### src/rtl/alu_seq_pkg.sv
// rtl/alu_seq_pkg.sv - opcode, state and latency definitions shared by the sequential ALU
//   Contents: opcode constants OP_ADD..OP_MUL, state_t (ST_IDLE/ST_RUN),
//             latency(op, amt, width) returning the number of RUN edges.
package alu_seq_pkg;

  localparam logic [3:0] OP_ADD = 4'd0;
  localparam logic [3:0] OP_SUB = 4'd1;
  localparam logic [3:0] OP_SLL = 4'd2;
  localparam logic [3:0] OP_SRL = 4'd3;
  localparam logic [3:0] OP_AND = 4'd4;
  localparam logic [3:0] OP_OR  = 4'd5;
  localparam logic [3:0] OP_XOR = 4'd6;
  localparam logic [3:0] OP_SRA = 4'd7;
  localparam logic [3:0] OP_MUL = 4'd8;

  typedef enum logic {
    ST_IDLE = 1'b0,
    ST_RUN  = 1'b1
  } state_t;

  // Edges spent in RUN after the start edge. A zero-amount shift still takes
  // one edge so every operation produces exactly one done pulse.
  function automatic int unsigned latency(input logic [3:0] op,
                                          input int unsigned amt,
                                          input int unsigned width);
    int unsigned n;
    case (op)
      OP_SLL, OP_SRL, OP_SRA: n = (amt == 0) ? 1 : amt;
      OP_MUL:                 n = width;
      default:                n = 1;
    endcase
    return n;
  endfunction

endpackage

### src/rtl/alu_flag_gen.sv
// rtl/alu_flag_gen.sv - combinational zero/negative/carry/overflow generation
//   Inputs : op (4b), a, b (operands), res (raw WIDTH-bit result), raw_carry
//   Outputs: zero, negative, carry, overflow
module alu_flag_gen
  import alu_seq_pkg::*;
#(
  parameter int WIDTH = 16
) (
  input  logic [3:0]       op,
  input  logic [WIDTH-1:0] a,
  input  logic [WIDTH-1:0] b,
  input  logic [WIDTH-1:0] res,
  input  logic             raw_carry,
  output logic             zero,
  output logic             negative,
  output logic             carry,
  output logic             overflow
);

  logic sa, sb, sr;

  always_comb begin
    sa       = a[WIDTH-1];
    sb       = b[WIDTH-1];
    sr       = res[WIDTH-1];
    zero     = (res == '0);
    negative = sr;
    carry    = 1'b0;
    overflow = 1'b0;
    case (op)
      OP_ADD: begin
        carry    = raw_carry;
        overflow = (sa == sb) && (sr != sa);
      end
      OP_SUB: begin
        carry    = raw_carry;
        overflow = (sa != sb) && (sr != sa);
      end
      OP_SLL, OP_SRL, OP_SRA, OP_MUL: carry = raw_carry;
      default: carry = 1'b0;
    endcase
  end

endmodule

### src/rtl/alu_seq.sv
// rtl/alu_seq.sv - multi-cycle ALU with start/busy/done handshake
//   Inputs : input_clk, input_reset (sync, active high), input_start,
//            input_A, input_B (low SHW bits = shift amount), input_ALUOp
//   Outputs: output_ALU, output_Zero, output_negative, output_carry,
//            output_overflow (all registered, updated only on done),
//            output_busy (state == RUN), output_done (one-cycle pulse)
//   OP_W must be at least 4; opcodes with any bit above bit 3 set are invalid.
module alu_seq
  import alu_seq_pkg::*;
#(
  parameter int WIDTH = 16,
  parameter int OP_W  = 4,
  parameter int SHW   = $clog2(WIDTH)
) (
  input  logic             input_clk,
  input  logic             input_reset,
  input  logic             input_start,
  input  logic [WIDTH-1:0] input_A,
  input  logic [WIDTH-1:0] input_B,
  input  logic [OP_W-1:0]  input_ALUOp,
  output logic [WIDTH-1:0] output_ALU,
  output logic             output_Zero,
  output logic             output_negative,
  output logic             output_carry,
  output logic             output_overflow,
  output logic             output_busy,
  output logic             output_done
);

  localparam int CNT_W = $clog2(WIDTH + 1);

  state_t               state_q, state_d;
  logic [CNT_W-1:0]     cnt_q, cnt_d;
  logic [3:0]           op_q, op_d;
  logic [WIDTH-1:0]     a_q, a_d, b_q, b_d;
  logic [WIDTH-1:0]     work_q, work_d;
  logic [WIDTH-1:0]     mplier_q, mplier_d;
  logic [2*WIDTH-1:0]   mcand_q, mcand_d, acc_q, acc_d;
  logic [WIDTH-1:0]     alu_q, alu_d;
  logic                 zero_q, zero_d, neg_q, neg_d;
  logic                 carry_q, carry_d, ovf_q, ovf_d, done_q, done_d;

  logic [3:0]           op_in;
  logic [SHW-1:0]       amt_in, amt_q;
  logic [WIDTH:0]       sum;
  logic [WIDTH-1:0]     shift_next;
  logic                 shift_out;
  logic [2*WIDTH-1:0]   acc_step;
  logic [WIDTH-1:0]     raw_res;
  logic                 raw_carry;
  logic                 f_zero, f_neg, f_carry, f_ovf;

  // Collapse wider opcode buses onto the 4-bit internal opcode; anything
  // beyond 15 lands on 0xF, which is invalid.
  always_comb begin
    op_in = input_ALUOp[3:0];
    if ((input_ALUOp >> 4) != '0) op_in = 4'hF;
  end

  assign amt_in = input_B[SHW-1:0];
  assign amt_q  = b_q[SHW-1:0];

  // Datapath for one RUN step and for the final result.
  always_comb begin
    sum        = {1'b0, a_q} + {1'b0, b_q};
    shift_next = work_q;
    shift_out  = 1'b0;
    case (op_q)
      OP_SLL: begin
        shift_next = work_q << 1;
        shift_out  = work_q[WIDTH-1];
      end
      OP_SRL: begin
        shift_next = work_q >> 1;
        shift_out  = work_q[0];
      end
      OP_SRA: begin
        shift_next = {work_q[WIDTH-1], work_q[WIDTH-1:1]};
        shift_out  = work_q[0];
      end
      default: ;
    endcase
    acc_step = acc_q + (mplier_q[0] ? mcand_q : '0);

    raw_res   = '0;
    raw_carry = 1'b0;
    case (op_q)
      OP_ADD: begin
        raw_res   = sum[WIDTH-1:0];
        raw_carry = sum[WIDTH];
      end
      OP_SUB: begin
        raw_res   = a_q - b_q;
        raw_carry = (a_q < b_q);
      end
      OP_AND: raw_res = a_q & b_q;
      OP_OR:  raw_res = a_q | b_q;
      OP_XOR: raw_res = a_q ^ b_q;
      OP_SLL, OP_SRL, OP_SRA: begin
        // Final step performs the last shift; amt==0 passes A straight through.
        raw_res   = (amt_q == '0) ? work_q : shift_next;
        raw_carry = (amt_q == '0) ? 1'b0 : shift_out;
      end
      OP_MUL: begin
        raw_res   = acc_step[WIDTH-1:0];
        raw_carry = (acc_step[2*WIDTH-1:WIDTH] != '0);
      end
      default: ;
    endcase
  end

  alu_flag_gen #(.WIDTH(WIDTH)) u_flags (
    .op        (op_q),
    .a         (a_q),
    .b         (b_q),
    .res       (raw_res),
    .raw_carry (raw_carry),
    .zero      (f_zero),
    .negative  (f_neg),
    .carry     (f_carry),
    .overflow  (f_ovf)
  );

  always_comb begin
    state_d  = state_q;
    cnt_d    = cnt_q;
    op_d     = op_q;
    a_d      = a_q;
    b_d      = b_q;
    work_d   = work_q;
    mplier_d = mplier_q;
    mcand_d  = mcand_q;
    acc_d    = acc_q;
    alu_d    = alu_q;
    zero_d   = zero_q;
    neg_d    = neg_q;
    carry_d  = carry_q;
    ovf_d    = ovf_q;
    done_d   = 1'b0;
    case (state_q)
      ST_IDLE: begin
        if (input_start) begin
          state_d  = ST_RUN;
          op_d     = op_in;
          a_d      = input_A;
          b_d      = input_B;
          work_d   = input_A;
          mplier_d = input_B;
          mcand_d  = {{WIDTH{1'b0}}, input_A};
          acc_d    = '0;
          cnt_d    = CNT_W'(latency(op_in, 32'(amt_in), 32'(WIDTH)));
        end
      end
      ST_RUN: begin
        cnt_d    = cnt_q - CNT_W'(1);
        work_d   = shift_next;
        acc_d    = acc_step;
        mcand_d  = mcand_q << 1;
        mplier_d = mplier_q >> 1;
        if (cnt_q == CNT_W'(1)) begin
          state_d = ST_IDLE;
          alu_d   = raw_res;
          zero_d  = f_zero;
          neg_d   = f_neg;
          carry_d = f_carry;
          ovf_d   = f_ovf;
          done_d  = 1'b1;
        end
      end
      default: state_d = ST_IDLE;
    endcase
  end

  always_ff @(posedge input_clk) begin
    if (input_reset) begin
      state_q  <= ST_IDLE;
      cnt_q    <= '0;
      op_q     <= '0;
      a_q      <= '0;
      b_q      <= '0;
      work_q   <= '0;
      mplier_q <= '0;
      mcand_q  <= '0;
      acc_q    <= '0;
      alu_q    <= '0;
      zero_q   <= 1'b0;
      neg_q    <= 1'b0;
      carry_q  <= 1'b0;
      ovf_q    <= 1'b0;
      done_q   <= 1'b0;
    end else begin
      state_q  <= state_d;
      cnt_q    <= cnt_d;
      op_q     <= op_d;
      a_q      <= a_d;
      b_q      <= b_d;
      work_q   <= work_d;
      mplier_q <= mplier_d;
      mcand_q  <= mcand_d;
      acc_q    <= acc_d;
      alu_q    <= alu_d;
      zero_q   <= zero_d;
      neg_q    <= neg_d;
      carry_q  <= carry_d;
      ovf_q    <= ovf_d;
      done_q   <= done_d;
    end
  end

  assign output_ALU      = alu_q;
  assign output_Zero     = zero_q;
  assign output_negative = neg_q;
  assign output_carry    = carry_q;
  assign output_overflow = ovf_q;
  assign output_busy     = (state_q == ST_RUN);
  assign output_done     = done_q;

endmodule

### config.mk
export PLATFORM = sky130hd
export DESIGN_NAME = alu_seq
export DESIGN_NICKNAME = d
export VERILOG_FILES = /design/src/rtl/alu_seq_pkg.sv /design/src/rtl/alu_flag_gen.sv /design/src/rtl/alu_seq.sv
export SDC_FILE = /design/constraint.sdc
export NUM_CORES = 1
export LEC_CHECK = 0
export ABC_AREA = 1
export BUFFER_PORTS_ARGS = -buffer_cell sky130_fd_sc_hd__buf_2
export CORE_UTILIZATION = 68
export CTS_CLUSTER_SIZE = 30
export DETAILED_ROUTE_END_ITERATION = 10
export PLACE_DENSITY = 0.88
export SLEW_MARGIN = 30
export SYNTH_ARGS = -nofsm -noshare
export SYNTH_HDL_FRONTEND = slang
export SYNTH_HIERARCHICAL = 1
export SYNTH_SLANG_ARGS = --single-unit
### constraint.sdc
create_clock -name input_clk -period 7.61 [get_ports input_clk]
set_clock_uncertainty 0.2 [all_clocks]
set_input_delay 2.283 -clock input_clk [delete_from_list [all_inputs] [get_ports input_clk]]
set_output_delay 2.283 -clock input_clk [all_outputs]
set_load 0.1 [all_outputs]
Word level (Yosys, flattened, before mapping)
Cells that the tools add are included.
{"block": "op_classes", "add_sub_neg": 4, "magnitude_cmp": 1, "n_eq_ne": 17, "mux": 25, "bitwise_logic": 4, "reduce_logical": 14}
{"cell": "$pmux W32 S2", "n": 2}
{"cell": "$pmux W16 S7", "n": 1}
{"cell": "$mux W32", "n": 3}
{"cell": "$pmux W16 S2", "n": 2}
{"cell": "$mux W16", "n": 3}
{"cell": "$pmux W16 S3", "n": 1}
{"cell": "$add A32 B32 Y32", "n": 1}
{"cell": "$eq A4 B3 Y1 const B", "n": 5}
{"cell": "$pmux W5 S2", "n": 2}
{"cell": "$add A16 B16 Y17", "n": 1}
{"cell": "$and A16 B16 Y16", "n": 1}
{"cell": "$eq A4 B2 Y1 const B", "n": 4}
{"cell": "$logic_not A16 Y1", "n": 1}
{"cell": "$lt A16 B16 Y1", "n": 1}
{"cell": "$or A16 B16 Y16", "n": 1}
{"cell": "$reduce_bool A16 Y1", "n": 1}
{"cell": "$sub A16 B16 Y16", "n": 1}
{"cell": "$xor A16 B16 Y16", "n": 1}
{"cell": "$logic_not A4 Y1", "n": 3}
{"cell": "$eq A4 B4 Y1 const B", "n": 2}
{"cell": "$pmux W1 S2", "n": 3}
{"cell": "$reduce_or A3 Y1", "n": 2}
{"cell": "$reduce_or A6 Y1", "n": 1}
{"cell": "$eq A5 B1 Y1 const B", "n": 1}
{"cell": "other kinds (13)", "n": 21}
{"block": "totals", "regBits": 159, "in_bits": 39, "out_inout_bits": 22, "wordCells": 80}

Depth between registers and ports, before layout
{"block": "logic_depth", "depth_word": 7, "depth_mapped": 25, "depth_no_buf": 23}

Cells and area by module
The synthesis kept the hierarchy.
{"module": "alu_seq", "n_inst": 1, "cells_per_inst": 1939, "area_each_um2": 11716.2, "seq_area_each_um2": 3183.1}
{"module": "alu_flag_gen", "n_inst": 1, "cells_per_inst": 35, "area_each_um2": 143.9, "seq_area_each_um2": 0.0}

Least setup slack after synthesis
Ideal clock, no wire load.
{"block": "synth_timing", "path_type": "input -> output", "start": "input port output_busy", "end": "output port output_busy", "arrival_time_ns": 0.954, "required_time_ns": 5.127, "slack_ns": 4.173, "stages": 1, "n_path_buf": 0, "cell_sequence": "dfxtp_1"}
{"element": "from (decl)", "line": "alu_seq.sv:26", "text": "output logic output_busy,"}
No word-level cell between the ends.

Worst setup path in the final report
{"block": "layout_timing", "start": "input port mplier_q[0]", "end": "register carry_q (netlist: output_carry)"}
{"block": "layout_via", "elab_chain_cells": 5}
{"element": "from (decl)", "line": "alu_seq.sv:37", "text": "logic [WIDTH-1:0] mplier_q, mplier_d;"}
{"element": "$mux W32", "line": "alu_seq.sv:83", "text": "acc_step = acc_q + (mplier_q[0] ? mcand_q : '0);"}
{"element": "$add A32 B32 Y32", "line": "alu_seq.sv:83"}
{"element": "$reduce_bool A16 Y1", "line": "alu_seq.sv:106", "text": "raw_carry = (acc_step[2*WIDTH-1:WIDTH] != '0);"}
{"element": "$pmux W1 S4", "line": "alu_seq.sv:87", "text": "case (op_q)"}
{"element": "via raw_carry", "line": "alu_seq.sv:50", "text": "logic raw_carry;"}
{"element": "$mux W1", "line": "alu_flag_gen.sv:30", "text": "case (op)"}
{"element": "via f_carry", "line": "alu_seq.sv:51", "text": "logic f_zero, f_neg, f_carry, f_ovf;"}
{"element": "to (signal assigned)", "line": "alu_seq.sv:204", "text": "carry_q <= carry_d;"}
{"element": "to (decl)", "line": "alu_seq.sv:41", "text": "logic carry_q, carry_d, ovf_q, ovf_d, done_q, done_d;"}
The timed path passes the listed nets, and every way through them passes these cells.
A chain may end at the register's enable or synchronous reset.

==> impl_summary.log <==
INFO  metric outcome = complete, no violations
INFO  metric syn-instance-count = 1974
INFO  metric wire_per_inst = 17.3 um
INFO  metric timing.critical_path.slowest_cell_delay = 700 ps
INFO  metric cp_cell_sequence = buf_4 -> nand2_1 -> inv_1 -> ha_1 -> nand2_1 -> nor2_1 -> inv_1 -> nor2_2 -> nand3b_1 -> nand3_1 -> nand2_1 -> nand2_1 -> nor2_1 -> nand2_1 -> nor2_1 -> nand3_1 -> nand2_1 -> nand2_1 -> nand2_1 -> a21oi_1 -> a22o_1
INFO  metric filler_cell_count = 1326
INFO  metric portBuffers = 60
INFO  metric final_nets = 2110
INFO  metric relSlewSlack = 32.9%
INFO  metric die_width = 134 um
INFO  metric number_of_antenna_violations_at_the_first_check_in_global_routing = 1
INFO  metric hold_class = register to register
INFO  metric cts.root.buffer_cell = sky130_fd_sc_hd__clkbuf_16
INFO  metric reg2regPathDepth = 21
INFO  metric reg2reg_setup_slack = 3420 ps
INFO  metric clock_insertion_delay_worst_skew = 440 ps
INFO  metric syn-num-nets = 2097
INFO  metric power_density = 181 mW/mm^2
INFO  metric critical_path.most_common_cell = sky130_fd_sc_hd__nand2_1
INFO  metric synth_top_area_share = 26.8%
INFO  metric tightest_slew = 1010 ps
INFO  metric routed-wl-met3 = 5.04 mm
INFO  metric timing.critical_path.from = mplier_q[0]
INFO  metric drive_gt1_share = 7.35%
INFO  metric cell_type_contributing_the_most_total_cell_area_after_synthesis = sky130_fd_sc_hd__dfxtp_1
INFO  metric detailroute.via_count = 13.1k
INFO  metric globalplace.congestion = 1.06
INFO  metric numCtsBuffers = 17
INFO  metric num_io_pins = 61
INFO  metric netlist_area_before_placement = 0.0119 sq mm
INFO  metric cp_max_fo = 18
INFO  metric m1WireLength = 16.1 mm
INFO  metric synthDistinctLibCells = 52
INFO  metric period_share = 55.0%
INFO  metric clk_pin_slew = 80 ps
INFO  metric final_max_slew_viol_count = 0
INFO  metric grt_setup_unrepaired = false
INFO  metric hold_violations = 0
INFO  metric postSynth.topFlopCell = sky130_fd_sc_hd__dfxtp_1
INFO  metric cp_data_required_time = 7790 ps
INFO  metric ir_worst_vdd = 0.000260 V
INFO  metric final.min_clock_period = 4190 ps
INFO  metric fin_hold_ws = 259 ps
INFO  metric first_pass_grt_wire_length = 60.7 mm
INFO  metric fmax = 0.239 GHz
INFO  metric cts_hold_buf = 0
INFO  metric timing.final.setup_violations = 0
INFO  metric htree_num_levels = 4
INFO  metric yosysSeqAreaShare = 26.8%
INFO  metric critical_path.reg2reg.endpoint = output_carry
INFO  metric crit_path_end = output_carry
INFO  metric antenna-diode-count = 0
INFO  metric top_signal_layer_used = met4
INFO  metric preCtsSetupSlack = 3190 ps
INFO  metric postRouteWirelength = 38.4 mm
INFO  metric cts_resized = 0
INFO  metric global_route_overflow = 0
INFO  metric die-height = 134 um
INFO  metric floorplan.initialDensity = 70.5%
INFO  metric synth_edf_count = 0
INFO  metric tns = 0 ps
INFO  metric sink_count = 159
INFO  metric placeableCoreArea = 0.0168 sq mm
INFO  metric routed-wl-met2 = 16.1 mm
INFO  metric cts_tree = done
INFO  metric arrival = 4370 ps
INFO  metric dr.pass1.iters = 6
INFO  metric top_area_cells_in_the_synthesized_netlist = sky130_fd_sc_hd__dfxtp_1, sky130_fd_sc_hd__nand2_1, sky130_fd_sc_hd__inv_1, sky130_fd_sc_hd__ha_1, sky130_fd_sc_hd__a21oi_1
INFO  metric synth_area_per_cell = 6.01 sq um
INFO  metric leakagePower = 0.00673 uW
INFO  metric synth-async-reset-ratio = 0%
INFO  metric first_iter_violations = 1910
INFO  metric postRouteAntennaNets = 0
INFO  metric fp-row-count = 47
INFO  metric timing.critical_path.to_type = register
INFO  metric synth.yosys.warnings = 6
INFO  metric viasPerCell = 5.92
INFO  metric die-area = 0.0180 sq mm
INFO  metric hpwlAfterDp = 28.7 mm
INFO  metric regToRegStartpoint = mplier_q[0]
INFO  metric post-route-drc-count = 0
INFO  metric worstSetupStartpointType = register
INFO  metric synth.ff_latch_count = 159
INFO  metric maximum_number_of_pins_on_one_net_before_global_route_repair = 88
INFO  metric flow.area_growth_from_synthesis = 8.11%
INFO  metric whs_path_depth = 2
INFO  metric max_cap_violations = 0
INFO  metric grt_util_overall = 43.1%
INFO  metric final_critical_path_setup_slack = 3420 ps
INFO  metric max-clock-path-buffers = 2
INFO  metric cts.repair_timing.setup_buffer_count = 0
INFO  metric first_global_vias = 11.8k
INFO  metric critical_path_class = register to register
INFO  metric crit_slowest_cell = sky130_fd_sc_hd__dfxtp_1
-- how the worst min path moves through the flow --
stage,start,to
after global routing,output_ALU[15],output_ALU[15]
after floorplan,mcand_q[31],mcand_q[31]
after detailed placement,output_ALU[15],output_ALU[15]
final,output_ALU[15],output_ALU[15]
after CTS,output_ALU[15],output_ALU[15]
after global placement,output_ALU[15],output_ALU[15]
-- report_power, final --
group	internal [uW]	switching [uW]
clock	461	458
combinational	134	354
sequential	871	46.3
-- routing by layer --
layer	vias to the layer above	track usage, %
li1	6269	-
met1	5916	60.1
met2	857	65.1
met3	102	10.8
met4	0	13.6
met5	-	0
-- critical path: cells and delay by family (launching register included) --
family,cells,cell delay [ps]
AND/OR/NAND/NOR,15,1790
AO/OA/AOI/OAI,2,730
flip-flops,1,700
buffers and inverters,3,500
adder cells (fa/ha/maj),1,190
-- flip-flops by register name, summed over array words and instances, names as in the netlist, 4 cells and up --
name	cells
work_q	16
b_q	16
mcand_q	32
cnt_q	5
a_q	16
op_q	4
mplier_q	16
acc_q	32
output_ALU	16
-- synth_stat cells, drive strengths merged, types with 3 or more instances --
cell type	number
ha	81
a221oi	5
nand3	117
clkbuf	38
or2	9
buf	35
xor2	14
and2	4
nor3	12
nand4	21
dfxtp	159
o21ai	53
a22oi	10
o2111ai	4
o211ai	21
nand3b	3
o21bai	3
a31oi	21
fa	3
a21oi	152
inv	324
o22ai	22
o221ai	3
a22o	4
nand2	699
nor2	142
o21a	3
-- cells by family (layout without fill, tap and decap cells) --
family	after synthesis	count (layout)	synth area share [%]
AND/OR/NAND/NOR	1009	1009	34.9
XOR/XNOR	16	16	1.18
adder cells (fa/ha/maj)	84	84	9.05
AO/OA/AOI/OAI	307	307	15.0
flip-flops	159	159	26.8
buffers and inverters	399	425	13.1
-- cell usage in the layout (no fill, tap or decap), types with 5 or more instances in the layout --
cell,synthesis,layout
sky130_fd_sc_hd__a21oi_1,151,151
sky130_fd_sc_hd__a221oi_1,5,5
sky130_fd_sc_hd__a22oi_1,10,10
sky130_fd_sc_hd__a31oi_1,21,21
sky130_fd_sc_hd__buf_2,25,59
sky130_fd_sc_hd__buf_4,4,8
sky130_fd_sc_hd__clkbuf_16,0,17
sky130_fd_sc_hd__clkinv_8,0,6
sky130_fd_sc_hd__dfxtp_1,159,158
sky130_fd_sc_hd__ha_1,81,81
sky130_fd_sc_hd__inv_1,316,316
sky130_fd_sc_hd__inv_12,0,5
sky130_fd_sc_hd__inv_2,8,8
sky130_fd_sc_hd__nand2_1,691,691
sky130_fd_sc_hd__nand2_2,7,7
sky130_fd_sc_hd__nand3_1,116,116
sky130_fd_sc_hd__nand4_1,20,20
sky130_fd_sc_hd__nor2_1,129,128
sky130_fd_sc_hd__nor2_2,11,11
sky130_fd_sc_hd__nor3_1,11,11
sky130_fd_sc_hd__o211ai_1,21,21
sky130_fd_sc_hd__o21ai_0,44,44
sky130_fd_sc_hd__o21ai_1,7,7
sky130_fd_sc_hd__o22ai_1,22,22
sky130_fd_sc_hd__or2_2,9,9
sky130_fd_sc_hd__xor2_1,14,14
-- stage by stage --
stage / util (%) / std cells / area, sq um / power (uW)
floorplan: - / 1974 / 11900 / 1270
global placement: 72.4 / 2188 / 12200 / 1390
detailed placement: 72.4 / 2188 / 12200 / 1400
CTS: 76.2 / 2220 / 12800 / 2300
global route: 76.2 / 2220 / 12800 / 2400
finish: 76.2 / 2220 / 12800 / 2330
-- layout make-up --
type                            count  area [sq um]  share of cell area [%]
Multi-Input combinational cell   1416          7140                    55.7
Sequential cell                   159          3190                    24.9
Inverter                          326          1220                    9.55
Clock buffer                       17           425                    3.32
Timing Repair Buffer               67           355                    2.77
Tap cell                          220           275                    2.15
Clock inverter                     15           216                    1.69
Note: power is estimated with default switching activity, not from simulation.
